`config.mk`:
```
export PLATFORM = sky130hd
export DESIGN_NAME = jtag_host_master
export DESIGN_NICKNAME = d
export VERILOG_FILES = /design/src/rtl/jtag_host_master.sv
export SDC_FILE = /design/constraint.sdc
export NUM_CORES = 1
export LEC_CHECK = 0
export BUFFER_PORTS_ARGS = -buffer_cell sky130_fd_sc_hd__buf_4
export CAP_MARGIN = 10
export CORE_MARGIN = 2
export CORE_UTILIZATION = 40
export CTS_BUF_LIST = sky130_fd_sc_hd__clkbuf_8
export CTS_CLUSTER_DIAMETER = 50
export DETAILED_ROUTE_END_ITERATION = 7
export HOLD_SLACK_MARGIN = 0.12
export MAX_ROUTING_LAYER = met4
export SYNTH_ARGS = -nofsm -noshare
export SYNTH_HDL_FRONTEND = slang
export SYNTH_SLANG_ARGS = --single-unit
export TNS_END_PERCENT = 30
```
`constraint.sdc`:
```
create_clock -name clk -period 10.47 [get_ports clk]
set_clock_uncertainty 0.2 [all_clocks]
set_input_delay 1.5705 -clock clk [delete_from_list [all_inputs] [get_ports clk]]
set_output_delay 1.5705 -clock clk [all_outputs]
set_load 0.005 [all_outputs]
```
`src/rtl/jtag_host_master.sv`:
```
// JTAG host: executes one TAP command (reset, IR scan, DR scan, idle clocks) per request
// and returns the TDO bits captured during the shift phase; TCK is clk divided by 2*CLK_DIV.
module jtag_host_master #(
    parameter int CLK_DIV = 4
) (
    input  logic        clk,
    input  logic        rst,
    input  logic        cmd_valid,
    output logic        cmd_ready,
    input  logic [1:0]  cmd_op,
    input  logic [6:0]  cmd_len,
    input  logic [63:0] cmd_data,
    output logic        rsp_valid,
    input  logic        rsp_ready,
    output logic [63:0] rsp_data,
    output logic        busy,
    output logic        tap_synced,
    output logic        tck_o,
    output logic        tms_o,
    output logic        tdi_o,
    input  logic        tdo_i
);
    localparam logic [1:0] OP_RESET = 2'd0;
    localparam logic [1:0] OP_IR    = 2'd1;
    localparam logic [1:0] OP_IDLE  = 2'd3;
    localparam logic [7:0] DIV_LAST = 8'(CLK_DIV - 1);

    typedef enum logic [2:0] {S_IDLE, S_SYNC, S_PRE, S_SHIFT, S_POST, S_RESP} state_t;

    state_t      state_q, state_d;
    logic [1:0]  op_q, op_d;
    logic [6:0]  n_q, n_d, bit_q, bit_d;
    logic [7:0]  div_q, div_d;
    logic [63:0] data_q, data_d, cap_q, cap_d;
    logic        tck_q, tck_d, tms_q, tms_d, tdi_q, tdi_d, synced_q, synced_d;
    logic        accept, active, half_end, bit_end;

    function automatic logic [6:0] phase_len(input state_t s, input logic [1:0] op, input logic [6:0] n);
        case (s)
            S_SYNC:  return 7'd6;
            S_PRE:   return (op == OP_IR) ? 7'd4 : 7'd3;
            S_SHIFT: return n;
            default: return 7'd2;
        endcase
    endfunction

    function automatic state_t after_sync(input logic [1:0] op);
        case (op)
            OP_RESET: return S_RESP;
            OP_IDLE:  return S_SHIFT;
            default:  return S_PRE;
        endcase
    endfunction

    function automatic logic tms_for(input state_t s, input logic [6:0] b, input logic [1:0] op,
                                     input logic [6:0] n);
        case (s)
            S_SYNC:  return b != 7'd5;
            S_PRE:   return (op == OP_IR) ? (b < 7'd2) : (b == 7'd0);
            S_SHIFT: return (op != OP_IDLE) && (b == n - 7'd1);
            S_POST:  return b == 7'd0;
            default: return 1'b1;
        endcase
    endfunction

    always_comb begin
        accept   = cmd_valid && cmd_ready;
        active   = (state_q != S_IDLE) && (state_q != S_RESP);
        half_end = active && (div_q == DIV_LAST);
        bit_end  = half_end && tck_q;
        state_d  = state_q;
        op_d     = op_q;
        n_d      = n_q;
        data_d   = data_q;
        bit_d    = bit_q;
        div_d    = div_q;
        tck_d    = tck_q;
        tms_d    = tms_q;
        tdi_d    = tdi_q;
        synced_d = synced_q;
        cap_d    = cap_q;
        if (active) begin
            div_d = half_end ? 8'd0 : div_q + 8'd1;
        end
        case (state_q)
            S_IDLE: begin
                if (accept) begin
                    op_d    = cmd_op;
                    data_d  = cmd_data;
                    n_d     = (cmd_len == 7'd0) ? 7'd1 : (cmd_len > 7'd64) ? 7'd64 : cmd_len;
                    cap_d   = '0;
                    bit_d   = 7'd0;
                    div_d   = 8'd0;
                    tck_d   = 1'b0;
                    state_d = (cmd_op == OP_RESET || !synced_q) ? S_SYNC : after_sync(cmd_op);
                end
            end
            S_RESP: begin
                if (rsp_ready) state_d = S_IDLE;
            end
            default: begin
                if (half_end) begin
                    tck_d = !tck_q;
                    if (!tck_q) begin
                        // rising TCK edge: capture only while shifting a real scan
                        if (state_q == S_SHIFT && op_q != OP_IDLE) cap_d[bit_q[5:0]] = tdo_i;
                    end else if (bit_q == phase_len(state_q, op_q, n_q) - 7'd1) begin
                        bit_d = 7'd0;
                        case (state_q)
                            S_SYNC: begin
                                state_d  = after_sync(op_q);
                                synced_d = 1'b1;
                            end
                            S_PRE:   state_d = S_SHIFT;
                            S_SHIFT: state_d = (op_q == OP_IDLE) ? S_RESP : S_POST;
                            default: state_d = S_RESP;
                        endcase
                    end else begin
                        bit_d = bit_q + 7'd1;
                    end
                end
            end
        endcase
        // TMS/TDI for the next bit are launched with the falling TCK edge (or at accept)
        if (accept || (bit_end && state_d != S_RESP)) begin
            tms_d = tms_for(state_d, bit_d, op_d, n_d);
            tdi_d = (state_d == S_SHIFT && op_d != OP_IDLE) ? data_d[bit_d[5:0]] : 1'b0;
        end
    end

    always_ff @(posedge clk) begin
        if (rst) begin
            state_q  <= S_IDLE;
            op_q     <= 2'd0;
            n_q      <= 7'd1;
            data_q   <= '0;
            bit_q    <= 7'd0;
            div_q    <= 8'd0;
            tck_q    <= 1'b0;
            tms_q    <= 1'b1;
            tdi_q    <= 1'b0;
            synced_q <= 1'b0;
            cap_q    <= '0;
        end else begin
            state_q  <= state_d;
            op_q     <= op_d;
            n_q      <= n_d;
            data_q   <= data_d;
            bit_q    <= bit_d;
            div_q    <= div_d;
            tck_q    <= tck_d;
            tms_q    <= tms_d;
            tdi_q    <= tdi_d;
            synced_q <= synced_d;
            cap_q    <= cap_d;
        end
    end

    assign cmd_ready  = (state_q == S_IDLE) && !rst;
    assign rsp_valid  = (state_q == S_RESP);
    assign rsp_data   = cap_q;
    assign busy       = active;
    assign tap_synced = synced_q;
    assign tck_o      = tck_q;
    assign tms_o      = tms_q;
    assign tdi_o      = tdi_q;
endmodule

```
==> qor.txt <==
Cell Rows: 52
Fillers: 2,057
Final HPWL DP: 15,800 um
# port buffers: 148
vias per inst: 5.30
sum of negative setup slack: 0 ps
Setup Fix Bufs, Post-CTS: 0
CP Launch Type: input port
gr busiest metal: met2
DRC: 0
reg2reg start: state_q[1]$_SDFF_PP0_
cts hold-fix bufs: 0
flop and latch count out of synthesis: 159
Crit path required time: 10,630 ps
DIE AREA: 21,600 um^2
minimum clock period: 5170 ps
number of nets with antenna violations after routing: 0
via count of the first global-routing pass: 7,248
crit path cell chain: buf_4 > or4b_1 > nor2_4 > buf_4 > nor2_1 > a22oi_4 > mux2_1 > o21ai_1 > a21oi_1 > a211o_1 > a41o_1 > a32o_1
Setup crit end kind: flip-flop
RSZ-0062 raised after global routing: no
DRT iter0 DRCs: 558
Final Power: 1.54 mW
crit path launch: cmd_valid
DIE HEIGHT: 147 um
asr flop ratio synth: 0%
first-pass GRT wire length: 37,300 um
CTS buffer count: 17
Placeable Area: 20,200 um^2
CTS tree: built
fraction of layout cells with a size suffix above 1: 18.2%
Final Max Tran Viols: 0
RD Place Congestion: 0.832
status: finished clean
Post-synth EDFFs: 0
Mapped Cells: 1,085
Power Dens Cells: 157 nW/um^2
GR Util met2: 33.6%
post-synth top area share: 38.9%
effective utilization at floorplan: 40.6%
met3 GRT Util: 4.16%
Vias: 7,758
Crit Path Category: input port to flip-flop
sequential fraction of the synthesis area: 38.9%
Root Buffer: clkbuf_8
Util after Layout: 48.6%
post-cts sizing count: 0
GRT overflow: 0
io pins: 149
antenna violations before repair: 0
top_reg_cell synth: dfxtp_1
Hold Crit Class: flip-flop to flip-flop
Reg clk slew, reported paths: 90 ps
Die W: 147 um
clock tree buffer depth: 2
max incr delay on CP: 690 ps
met1 Use GR: 29.0%
first drt pass iteration count: 5
period utilisation layout: 49.4%
Fin Hold WS: 255 ps
clock latency at the later pin of the worst-skew pair: 470 ps
P&R area growth vs syn: 19.8%
Routed WL per cell: 15.6 um
Hold Path Origin: data_q[22]$_SDFF_PP0_
# setup viols final: 0
Area contributors post-synth: dfxtp_1 39%, nand2_1 12%, a21oi_1 8.9%, nor2_1 3.9%, mux2i_1 3.7%
Peak Freq: 0.193 GHz
Netlist cell types: 76
ANT cells: 0
relative slew slack: 28.5%
actual slew at the worst max-slew pin: 1070 ps
area leader, netlist: dfxtp_1
Post-Syn Area per Cell: 7.55 um^2
Final #Nets: 1,268
Synth Cell Area: 8190 um^2
wirelength, routed: 22,900 um
VDD IR max: 89.3 uV
Total GRT Usage: 21.8%
syn_nets: 1,173
critical path peak fanout: 86
Final Hold Viols: 0
Critical-path top delay cell: buf_4
H-tree depth: 4
max-cap violation count: 0
Most common cell on crit path: buf_4
largest net degree at the start of global routing: 95
YS warnings: 0
Num Clock Sinks: 159
crit path DAT: 5330 ps
leakage power: 3.69 nW
## metrics by stage
| stage | instances | instance area [um^2] | setup slack, ps |
|---|---|---|---|
| final | 1463 | 9810 | 5300 |
| after global routing | 1463 | 9810 | 5100 |
| after floorplan | 1085 | 8190 | 5920 |
| after detailed placement | 1431 | 9380 | 4840 |
| after global placement | 1431 | 9380 | 4910 |
| after CTS | 1463 | 9810 | 5320 |
## path summary, 6_finish.rpt
path / end / slack (ps) / cells past startpoint
min: data_q[22]$_SDFF_PP0_ / 260 / 2
max reg2reg: tdi_o$_SDFFE_PP0P_ / 5560 / 15
min reg2reg: data_q[22]$_SDFF_PP0_ / 260 / 2
max: tdi_o$_SDFFE_PP0P_ / 5300 / 12
## cells in the final DEF (no fill, tap or decap), types with 4 or more instances in the layout
cell,count
o211ai_1,4
a211oi_1,4
ha_1,10
buf_4,156
dfxtp_1,159
or3_1,6
nand3b_1,8
inv_8,4
o21a_1,4
and3b_1,4
nor3b_1,9
xnor2_1,18
o21ai_1,6
o21ai_0,45
nor4_1,4
and2_1,7
nand2_1,266
nor2b_1,9
mux2_2,6
inv_1,13
nand2b_1,8
nand4_1,14
mux2i_1,30
and3_1,10
nor2_1,84
o31ai_1,5
xor2_1,10
clkbuf_8,17
a21oi_1,145
inv_6,4
nand3_1,42
or2_2,5
o22ai_1,4
nor3_1,8
## critical path, delay by kind of cell
| family | cells | cell delay (ps) |
|---|---|---|
| AO/OA/AOI/OAI | 6 | 1530 |
| AND/OR/NAND/NOR | 3 | 1030 |
| multiplexers | 1 | 380 |
| buffers and inverters | 2 | 770 |
## where the power goes
group | internal [mW] | total (mW) | leakage (nW) | switching, mW
combinational | 0.135 | 0.353 | 2.18 | 0.219
sequential | 0.642 | 0.682 | 1.29 | 0.0401
clock | 0.245 | 0.505 | 0.217 | 0.261
## synthesized netlist by cell type, drive strengths merged, types with 9 or more instances
library cell / n
ha: 10
clkbuf: 64
buf: 16
nand2b: 9
xnor2: 18
xor2: 12
o21ai: 52
dfxtp: 159
a21oi: 145
inv: 12
nand3: 43
nor2b: 9
nand4: 15
nor3b: 9
mux2i: 30
nand2: 266
and3: 11
nor2: 87
## cells by family after synthesis
family,count (synthesis),share of synthesized area [%]
flops,159,38.9
fa+ha+maj,10,1.53
buf+inv,92,4.54
xor+xnor,30,3.53
compound gates,258,19.1
mux,38,4.77
simple gates,498,27.6
## cell type report
class	instances	area [um^2]	share of cell area [%]
inverters	12	45.0	0.459
flip-flops and latches	159	3180	32.4
clock buffers	17	234	2.38
well taps	270	338	3.44
multi-input cells	834	4640	47.3
repair buffers	156	1170	11.9
clock inverters	15	198	2.01
## routing by layer
metal / vias to the layer above / wire length [um] / share of wire, %
met4: 0 / 464 / 2.0
met1: 3603 / 10700 / 47
met2: 209 / 10500 / 46
met5: - / 0 / 0
li1: 3912 / - / -
met3: 34 / 1230 / 5.4
## sequential cells by signal (all words and copies together), names as in the netlist
register and cells:
data_q 64, rsp_data 64, n_q 7, tap_synced 1, div_q 8, op_q 2, tms_o 1, tdi_o 1
tck_o 1, state_q 3, bit_q 7
Note: power is estimated with default switching activity, not from simulation.
